### src/rtl/reset_seq_defs.sv
// Shared definitions for the reset sequencer: FSM state encodings, reset-cause codes
// and the saturating request-counter helper.
package reset_seq_defs;

    typedef enum logic [1:0] {
        StAssert  = 2'b00,
        StRelease = 2'b01,
        StRun     = 2'b10
    } state_e;

    localparam logic [1:0] CAUSE_EXT = 2'b00;
    localparam logic [1:0] CAUSE_SW  = 2'b01;
    localparam logic [1:0] CAUSE_WDT = 2'b10;

    function automatic logic [7:0] sat_inc(input logic [7:0] v);
        return (v == 8'hff) ? v : v + 8'd1;
    endfunction

endpackage

### src/rtl/rst_timer.sv
// 8-bit hold/gap down-counter shared by the assert and release phases.
// Stops at zero; zero_o flags expiry.
module rst_timer #(
    parameter int unsigned RstVal = 16
) (
    input  logic       clk_i,
    input  logic       rst_i,
    input  logic       load_i,
    input  logic [7:0] load_val_i,
    input  logic       dec_i,
    output logic       zero_o
);

    logic [7:0] cnt_q = 8'(RstVal);
    logic [7:0] cnt_d;

    always_comb begin
        cnt_d = cnt_q;
        if (load_i) begin
            cnt_d = load_val_i;
        end else if (dec_i && (cnt_q != 8'd0)) begin
            cnt_d = cnt_q - 8'd1;
        end
    end

    always_ff @(posedge clk_i) begin
        if (rst_i) begin
            cnt_q <= 8'(RstVal);
        end else begin
            cnt_q <= cnt_d;
        end
    end

    assign zero_o = (cnt_q == 8'd0);

endmodule

### src/rtl/reset_seq.sv
// Staged reset sequencer: holds all domains in reset, then releases them one by one,
// re-entering the sequence on watchdog or software requests.
module reset_seq
    import reset_seq_defs::*;
#(
    parameter int unsigned HOLD_CYCLES = 16,
    parameter int unsigned STAGE_GAP   = 4,
    parameter int unsigned N_STAGES    = 3
) (
    input  logic                i_clk,
    input  logic                i_rst,
    input  logic                i_wdt_rst_req,
    input  logic                i_sw_rst_req,
    output logic [N_STAGES-1:0] o_rst_stage,
    output logic                o_busy,
    output logic                o_done,
    output logic [1:0]          o_cause,
    output logic [7:0]          o_rst_count
);

    // Set bits are always contiguous at the top, so only the MSB left means last stage.
    localparam logic [N_STAGES-1:0] LastOnly = N_STAGES'(1) << (N_STAGES - 1);
    // The accepting edge itself counts as the first hold cycle.
    localparam logic [7:0] HoldLoad = 8'(HOLD_CYCLES - 1);
    localparam logic [7:0] GapLoad  = 8'(STAGE_GAP - 1);

    state_e              state_q = StAssert;
    state_e              state_d;
    logic [N_STAGES-1:0] stage_q = '1;
    logic [N_STAGES-1:0] stage_d;
    logic                busy_q  = 1'b1;
    logic                busy_d;
    logic                done_q  = 1'b0;
    logic                done_d;
    logic [1:0]          cause_q = CAUSE_EXT;
    logic [1:0]          cause_d;
    logic [7:0]          count_q = 8'd0;
    logic [7:0]          count_d;

    logic                tmr_load;
    logic [7:0]          tmr_val;
    logic                tmr_dec;
    logic                tmr_zero;
    logic                accept;
    logic [1:0]          acc_cause;

    rst_timer #(
        .RstVal(HOLD_CYCLES)
    ) u_timer (
        .clk_i     (i_clk),
        .rst_i     (i_rst),
        .load_i    (tmr_load),
        .load_val_i(tmr_val),
        .dec_i     (tmr_dec),
        .zero_o    (tmr_zero)
    );

    always_comb begin
        state_d   = state_q;
        stage_d   = stage_q;
        cause_d   = cause_q;
        count_d   = count_q;
        done_d    = 1'b0;
        tmr_load  = 1'b0;
        tmr_val   = HoldLoad;
        tmr_dec   = 1'b0;
        accept    = 1'b0;
        acc_cause = CAUSE_WDT;

        // Software requests only count once the sequence has completed.
        if (i_wdt_rst_req) begin
            accept = 1'b1;
        end else if (i_sw_rst_req && (state_q == StRun)) begin
            accept    = 1'b1;
            acc_cause = CAUSE_SW;
        end

        if (accept) begin
            state_d  = StAssert;
            stage_d  = '1;
            cause_d  = acc_cause;
            count_d  = sat_inc(count_q);
            tmr_load = 1'b1;
        end else begin
            unique case (state_q)
                StAssert, StRelease: begin
                    if (tmr_zero) begin
                        stage_d  = stage_q << 1;
                        tmr_load = 1'b1;
                        tmr_val  = GapLoad;
                        if (stage_q == LastOnly) begin
                            state_d = StRun;
                            done_d  = 1'b1;
                        end else begin
                            state_d = StRelease;
                        end
                    end else begin
                        tmr_dec = 1'b1;
                    end
                end
                StRun: begin
                    state_d = StRun;
                end
                default: begin
                    state_d  = StAssert;
                    stage_d  = '1;
                    tmr_load = 1'b1;
                end
            endcase
        end

        busy_d = |stage_d;
    end

    always_ff @(posedge i_clk) begin
        if (i_rst) begin
            state_q <= StAssert;
            stage_q <= '1;
            busy_q  <= 1'b1;
            done_q  <= 1'b0;
            cause_q <= CAUSE_EXT;
            count_q <= 8'd0;
        end else begin
            state_q <= state_d;
            stage_q <= stage_d;
            busy_q  <= busy_d;
            done_q  <= done_d;
            cause_q <= cause_d;
            count_q <= count_d;
        end
    end

    assign o_rst_stage = stage_q;
    assign o_busy      = busy_q;
    assign o_done      = done_q;
    assign o_cause     = cause_q;
    assign o_rst_count = count_q;

endmodule

### config.mk
export PLATFORM = sky130hd
export DESIGN_NAME = reset_seq
export DESIGN_NICKNAME = d
export VERILOG_FILES = /design/src/rtl/reset_seq_defs.sv /design/src/rtl/rst_timer.sv /design/src/rtl/reset_seq.sv
export SDC_FILE = /design/constraint.sdc
export NUM_CORES = 1
export LEC_CHECK = 0
export ABC_AREA = 1
export BUFFER_PORTS_ARGS = -buffer_cell sky130_fd_sc_hd__buf_4
export CORE_MARGIN = 3
export CORE_UTILIZATION = 50
export CTS_CLUSTER_SIZE = 8
export DETAILED_ROUTE_END_ITERATION = 7
export PLACE_DENSITY = 0.74
export SYNTH_ARGS = -nofsm -noshare
export SYNTH_HDL_FRONTEND = slang
export SYNTH_HIERARCHICAL = 1
export SYNTH_SLANG_ARGS = --single-unit
### constraint.sdc
create_clock -name i_clk -period 2.1 [get_ports i_clk]
set_input_delay 0.105 -clock i_clk [delete_from_list [all_inputs] [get_ports i_clk]]
set_output_delay 0.105 -clock i_clk [all_outputs]
set_load 0.01 [all_outputs]
==> results of run 1 <==
[registers in the layout (all words and copies together) (netlist names)]
| signal | flops |
|---|---|
| o_rst_count | 8 |
| o_cause | 2 |
| o_busy | 1 |
| o_rst_stage | 3 |
| u_timer/cnt_q | 8 |
| state_q | 2 |
| o_done | 1 |
[final timing paths]
| check | from | end | slack (ns) | cells after the start |
|---|---|---|---|---|
| worst max-delay path | u_timer/cnt_q[0] | u_timer/cnt_q[7] | 0.24 | 13 |
| worst min-delay path | i_rst | o_rst_count[7] | 0.05 | 2 |
| worst max register to register | u_timer/cnt_q[0] | u_timer/cnt_q[7] | 0.24 | 13 |
| worst min register to register | o_cause[0] | o_cause[0] | 0.47 | 2 |
[cell families after synthesis]
kind of cell    Yosys count
flops                    25
other cells               2
fa+ha+maj                 3
xor+xnor                  5
compound gates           23
simple gates            124
buf+inv                  34
[critical path: cells and delay by family, from the launching register on]
kind / cells / cell delay [ns]
buf+inv: 4 / 0.43
fa+ha+maj: 1 / 0.17
flops: 1 / 0.34
simple gates: 8 / 0.83
[synth_stat cells]
library cell	count	area share
a211oi_1	1	0.0054
a21oi_1	8	0.029
buf_2	1	0.0036
clkinv_4	1	0.0063
conb_1	2	0.0054
dfxtp_1	25	0.36
ha_1	3	0.027
inv_1	29	0.078
inv_2	3	0.0081
nand2_1	58	0.16
nand2_2	4	0.018
nand2_4	3	0.024
nand3_1	21	0.075
nand3_2	1	0.0072
nand4_1	1	0.0045
nor2_1	31	0.083
nor2_2	3	0.013
nor3_1	1	0.0036
nor3_2	1	0.0072
o211ai_1	1	0.0054
o21ai_0	9	0.032
o21ai_1	2	0.0072
o21ai_2	1	0.0063
o22ai_1	1	0.0045
xnor2_1	2	0.013
xor2_1	3	0.019
[metrics by stage]
stage	worst slack, ns	TNS (ns)	cell area, sq um
final	0.243	0	1640
after global routing	-0.0189	-0.0189	1640
after CTS	0.167	0	1630
after detailed placement	0.194	0	1590
after global placement	0.298	0	1590
after floorplan	0.143	0	1410
[power breakdown]
part / internal (mW) / switching [mW] / leakage [nW]
combinational: 0.0762 / 0.125 / 0.551
clock: 0.0714 / 0.154 / 0.0177
sequential: 0.497 / 0.0235 / 0.204
[timing repair]
item	in CTS	in global routing
hold buffers	1	0
endpoints found under the hold margin	1	0
endpoints found under the setup margin	0	3
gates resized for setup	0	1
[layout make-up]
| cell class | instances | area [sq um] |
|---|---|---|
| Sequential cell | 25 | 500 |
| Clock buffer | 3 | 22.5 |
| Fill cell | 266 | 931 |
| Clock inverter | 1 | 5.00 |
| Multi-Input combinational cell | 161 | 782 |
| Inverter | 33 | 129 |
| Tap cell | 30 | 37.5 |
| Timing Repair Buffer | 21 | 160 |
[routing by layer]
metal  up-vias  global-route usage  wire length [microns]
li1        723                   -                      -
met4         0               0.100                     54
met5         -                   0                      0
met2        12               0.300                   1360
met1       577               0.244                   1490
met3         4              0.0197                     48
==> results by group, run 1 <==
Routing
  – TritonRoute pass-1 iters: 4
  – Remaining antenna violation count after routing: 0
  – Number of remaining DRC errors: 0
  – WL/cell: 10.8 microns
  – Final wirelength: 2.95 mm
  – DR iter-0 viols: 40
  – Vias per cell: 4.80
  – Routed via count: 1316

Global routing
  – Total GRT Usage: 0.187
  – Vias in the first global route: 1182
  – Initial antenna violation count: 0
  – GR Overflow Total: 0
  – First-pass GRT wire length: 4.95 mm
  – Largest net degree at the start of global routing: 15

Clocking
  – CTS Buf Count: 3
  – Post-CTS setup buffer count: 0
  – Clock buffer depth: 2
  – Worst-path clk slew: 0.14 ns
  – Clock tree from TritonCTS: done
  – CTS H-tree depth: 1
  – Clk root buf: clkbuf_4
  – Clk_lat worst skew: 0.32 ns
  – CTS sink count: 25

Layout
  – Area Overhead vs Synth: 17.2%
  – Fin util: 0.637
  – Fin cells: 274
  – Commonest non-fill, non-tap cell in the layout: nand2_1
  – Commonest non-fill, non-tap cells in the layout: nand2_1, nor2_1, inv_1, dfxtp_1
  – Final nets: 252
  – Antenna Cells: 0
  – Share of cells above drive strength 1: 0.172

Critical path
  – Critical-path top delay cell: dfxtp_1
  – Setup crit end kind: flop
  – Worst-path cell chain: inv_1 -> ha_1 -> nand2_1 -> nor2_1 -> inv_1 -> nor2_1 -> inv_1 -> nand3_1 -> inv_1 -> nand3_2 -> nor2_1 -> nor2_1 -> nor2_1
  – Setup CP Type: reg -> reg
  – Arr. time, crit path: 2.09 ns
  – CP startpoint kind: flop
  – Slowest stage delay, CP: 0.34 ns
  – Max FO, Critical Path: 8
  – WP data required: 2.33 ns
  – Top cell by count, worst path: nor2_1

Placement
  – RePlAce Congestion: 0.812
  – Port Buf Inserts: 18
  – DP HPWL: 2.22 mm
  – Placed Instances: 269

Synth
  – Sequential share of the synthesized area: 0.358
  – Synth Warn #: 6
  – Synth Area in Compound Gates: 0.0896
  – Avg Cell Area, Syn: 6.46 sq um
  – Xor/xnor share of the synthesized area: 0.0314
  – Synth Instances: 216
  – Synth Area in Simple Gates: 0.392
  – Post-Syn Area: 1400 sq um
  – Multiplexer share of the synthesized area: 0
  – Count of state elements after synthesis: 25
  – Largest family of logic cells by synthesized area: simple AND/OR/NAND/NOR gates
  – Adder-cell share of the synthesized area: 0.0269
  – Number of distinct library cells after synthesis: 26

STA
  – Fin crit period: 1.86 ns
  – Worst slew pin tran: 0.645 ns
  – Highest clock rate: 0.539 GHz
  – Setup violations, final: 0
  – Hold slack: 0.0478 ns
  – Final Cycle Share: 0.884
  – Clock Skew: 0.00136 ns
  – Unrepaired setup endpoints after global routing: true
  – Max-slew headroom: 0.567
  – Final slew viol count: 0
  – Endpoints failing hold: 0

Pwr
  – Pwr dens: 579 nW/um^2
  – Worst VDD drop: 0.412 mV
  – Overall Power: 0.948 mW
  – Leak: 0.773 nW

Floorplanning
  – Core Footprint: 2570 sq um
  – Rows: 18
  – IO Pins: 19
  – Starting Density: 0.544
  – Die Span Y: 58.8 microns
  – Die Area: 3460 sq um
  – Die X: 58.8 microns

Status
  – Result of the run: complete, no violations

Job
  – Max-Cap Viols: 0

Worst hold path
  – Hold WC Path Type: in -> reg
No activity file was read; power rests on OpenSTA's default activity.
==> run 2: changes to the inputs <==
- GPL_TIMING_DRIVEN: unset -> 0
==> run 2 against run 1 <==
Against the previous run: register-to-register slack worse by 0.09 ns; critical endpoint is now u_timer/cnt_q[4]; final area up 3.7%; critical path type unchanged; worst hold slack improved by 0.013 ns; wire length is 0.47% lower; die area did not move; clock skew is 0.0039 ns higher; sequential cell count unchanged; worst setup slack got worse by 0.089 ns; fmax shrank 4.6%; total power up 0.67%; non-clock buffer count increased by 3; critical path depth increased by 1.
==> results by group, run 2 (synthesis gave the netlist of run 1 again) <==
Layout
  – Commonest non-fill, non-tap cell in the layout: nand2_1 (unchanged)
  – Commonest non-fill, non-tap cells in the layout: nand2_1, nor2_1, inv_1, dfxtp_1, buf_4 (was nand2_1, nor2_1, inv_1, dfxtp_1)
  – Share of cells above drive strength 1: 0.198 (was 0.172)
  – Fin util: 0.661 (was 0.637)
  – Design area: 1700 sq um (was 1640 sq um)
  – Final nets: 255 (was 252)
  – Area Overhead vs Synth: 21.6% (was 17.2%)
  – Antenna Cells: 0 (unchanged)

Floorplanning
  – IO Pins: 19 (unchanged)
  – Starting Density: 0.544 (unchanged)
  – Core Footprint: 2570 sq um (unchanged)
  – Rows: 18 (unchanged)
  – Die X: 58.8 microns (unchanged)
  – Die Area: 3460 sq um (unchanged)
  – Die Span Y: 58.8 microns (unchanged)

Worst hold path
  – Hold Path Stages: 2 (unchanged)
  – Hold WC Path Type: in -> reg (unchanged)

Routing
  – Vias per cell: 4.87 (was 4.80)
  – TritonRoute pass-1 iters: 4 (unchanged)
  – Routed via count: 1349 (was 1316)
  – WL/cell: 10.6 microns (was 10.8 microns)
  – Remaining antenna violation count after routing: 0 (unchanged)
  – DR iter-0 viols: 46 (was 40)
  – Final wirelength: 2.94 mm (was 2.95 mm)
  – Number of remaining DRC errors: 0 (unchanged)

Placement
  – RePlAce Congestion: 0.833 (was 0.812)
  – Port Buf Inserts: 18 (unchanged)
  – DP HPWL: 2.18 mm (was 2.22 mm)
  – Post-DP Area: 1580 sq um (was 1590 sq um)
  – Setup WS pre-CTS: -0.236 ns (was 0.194 ns)

Global routing
  – GR Overflow Total: 0 (unchanged)
  – Largest net degree at the start of global routing: 14 (was 15)
  – Initial antenna violation count: 0 (unchanged)
  – Total GRT Usage: 0.193 (was 0.187)
  – Vias in the first global route: 1261 (was 1182)
  – First-pass GRT wire length: 5.30 mm (was 4.95 mm)

Pwr
  – Pint: 0.658 mW (was 0.645 mW)
  – Sw Ratio: 0.310 (was 0.320)
  – Sequential share of power: 0.548 (was 0.549)
  – Pwr dens: 562 nW/um^2 (was 579 nW/um^2)
  – Psw: 0.296 mW (was 0.303 mW)
  – Comb power frac: 0.229 (was 0.213)
  – Clk pwr share: 0.223 (was 0.238)
  – Leak: 0.782 nW (was 0.773 nW)
  – Worst VDD drop: 0.415 mV (was 0.412 mV)

STA
  – Final slew viol count: 0 (unchanged)
  – Clock Skew: 0.00523 ns (was 0.00136 ns)
  – Max-slew headroom: 0.670 (was 0.567)
  – Final Cycle Share: 0.926 (was 0.884)
  – Setup ws final: 0.154 ns (was 0.243 ns)
  – Hold slack: 0.0606 ns (was 0.0478 ns)
  – Highest clock rate: 0.514 GHz (was 0.539 GHz)
  – Setup TNS Final: 0 ns (unchanged)
  – Fin crit period: 1.95 ns (was 1.86 ns)
  – Worst slew pin tran: 0.492 ns (was 0.645 ns)
  – Endpoints failing hold: 0 (unchanged)
  – Setup violations, final: 0 (unchanged)
  – Unrepaired setup endpoints after global routing: false (was true)

Clocking
  – CTS sink count: 25 (unchanged)
  – Clock buffer depth: 2 (unchanged)
  – CTS H-tree depth: 1 (unchanged)
  – Worst-path clk slew: 0.13 ns (was 0.14 ns)
  – Clk root buf: clkbuf_4 (unchanged)
  – CTS Buf Count: 3 (unchanged)
  – Clk_lat worst skew: 0.31 ns (was 0.32 ns)
  – Clock tree from TritonCTS: done (unchanged)

Status
  – Result of the run: complete, no violations (unchanged)

Critical path
  – Max FO, Critical Path: 8 (unchanged)
  – Arr. time, crit path: 2.16 ns (was 2.09 ns)
  – CP startpoint kind: flop (unchanged)
  – Setup CP Type: reg -> reg (unchanged)
  – R2R cell count: 14 (was 13)
  – Setup crit end kind: flop (unchanged)
  – WP data required: 2.31 ns (was 2.33 ns)

Job
  – Max-Cap Viols: 0 (unchanged)
## run 2: worst max-delay path: stages, from the launching register on
cell and delay, ns:
dfxtp_1 0.35, inv_2 0.09, ha_1 0.16, nand2_1 0.10, nor2_4 0.13, inv_1 0.08, nor2_4 0.13, inv_1 0.08
nand3_1 0.10, buf_6 0.12, clkinvlp_4 0.18, nand2_4 0.15, clkinv_4 0.07, nand2_1 0.05, o211ai_1 0.07
## run 2: timing repair
action	in CTS	in global routing
buffers inserted	0	4
hold endpoints to repair	1	0
pin swaps	0	4
endpoints found under the setup margin	8	8
resized for setup	6	6
hold buffers	1	0
## run 2: metal layers
layer	vias to the layer above	routed length [microns]	track usage
met5	-	0	0
met4	0	23	0.0744
met3	2	104	0.0241
met2	28	1390	0.333
met1	590	1410	0.244
li1	729	-	-
## run 2: path summary, 6_finish.rpt
path                     from          endpoint  slack (ns)
max          u_timer/cnt_q[0]  u_timer/cnt_q[4]        0.15
min reg2reg        o_cause[0]        o_cause[0]        0.47
min                     i_rst    o_rst_count[7]        0.06
max reg2reg  u_timer/cnt_q[0]  u_timer/cnt_q[4]        0.15
## run 2: metrics by stage
stage	std cells	power (mW)
detailed placement	268	0.725
floorplan	220	0.676
global route	277	1.02
CTS	273	0.944
finish	277	0.954
global placement	268	0.723
## run 2: layout make-up
cell class              instances  area, sq um
flip-flops and latches         25          500
multi-input cells             161          815
repair buffers                 23          175
clock buffers                   4         26.3
plain buffers                   1         11.3
fillers                       251          870
inverters                      33          133
well taps                      30         37.5
## run 2: power by group through the flow
stage	combinational, mW	sequential (mW)	clock [mW]
final	0.219	0.523	0.213
after global routing	0.254	0.527	0.244
after CTS	0.202	0.521	0.221
after detailed placement	0.194	0.531	0
after global placement	0.192	0.531	0
after floorplan	0.147	0.529	0
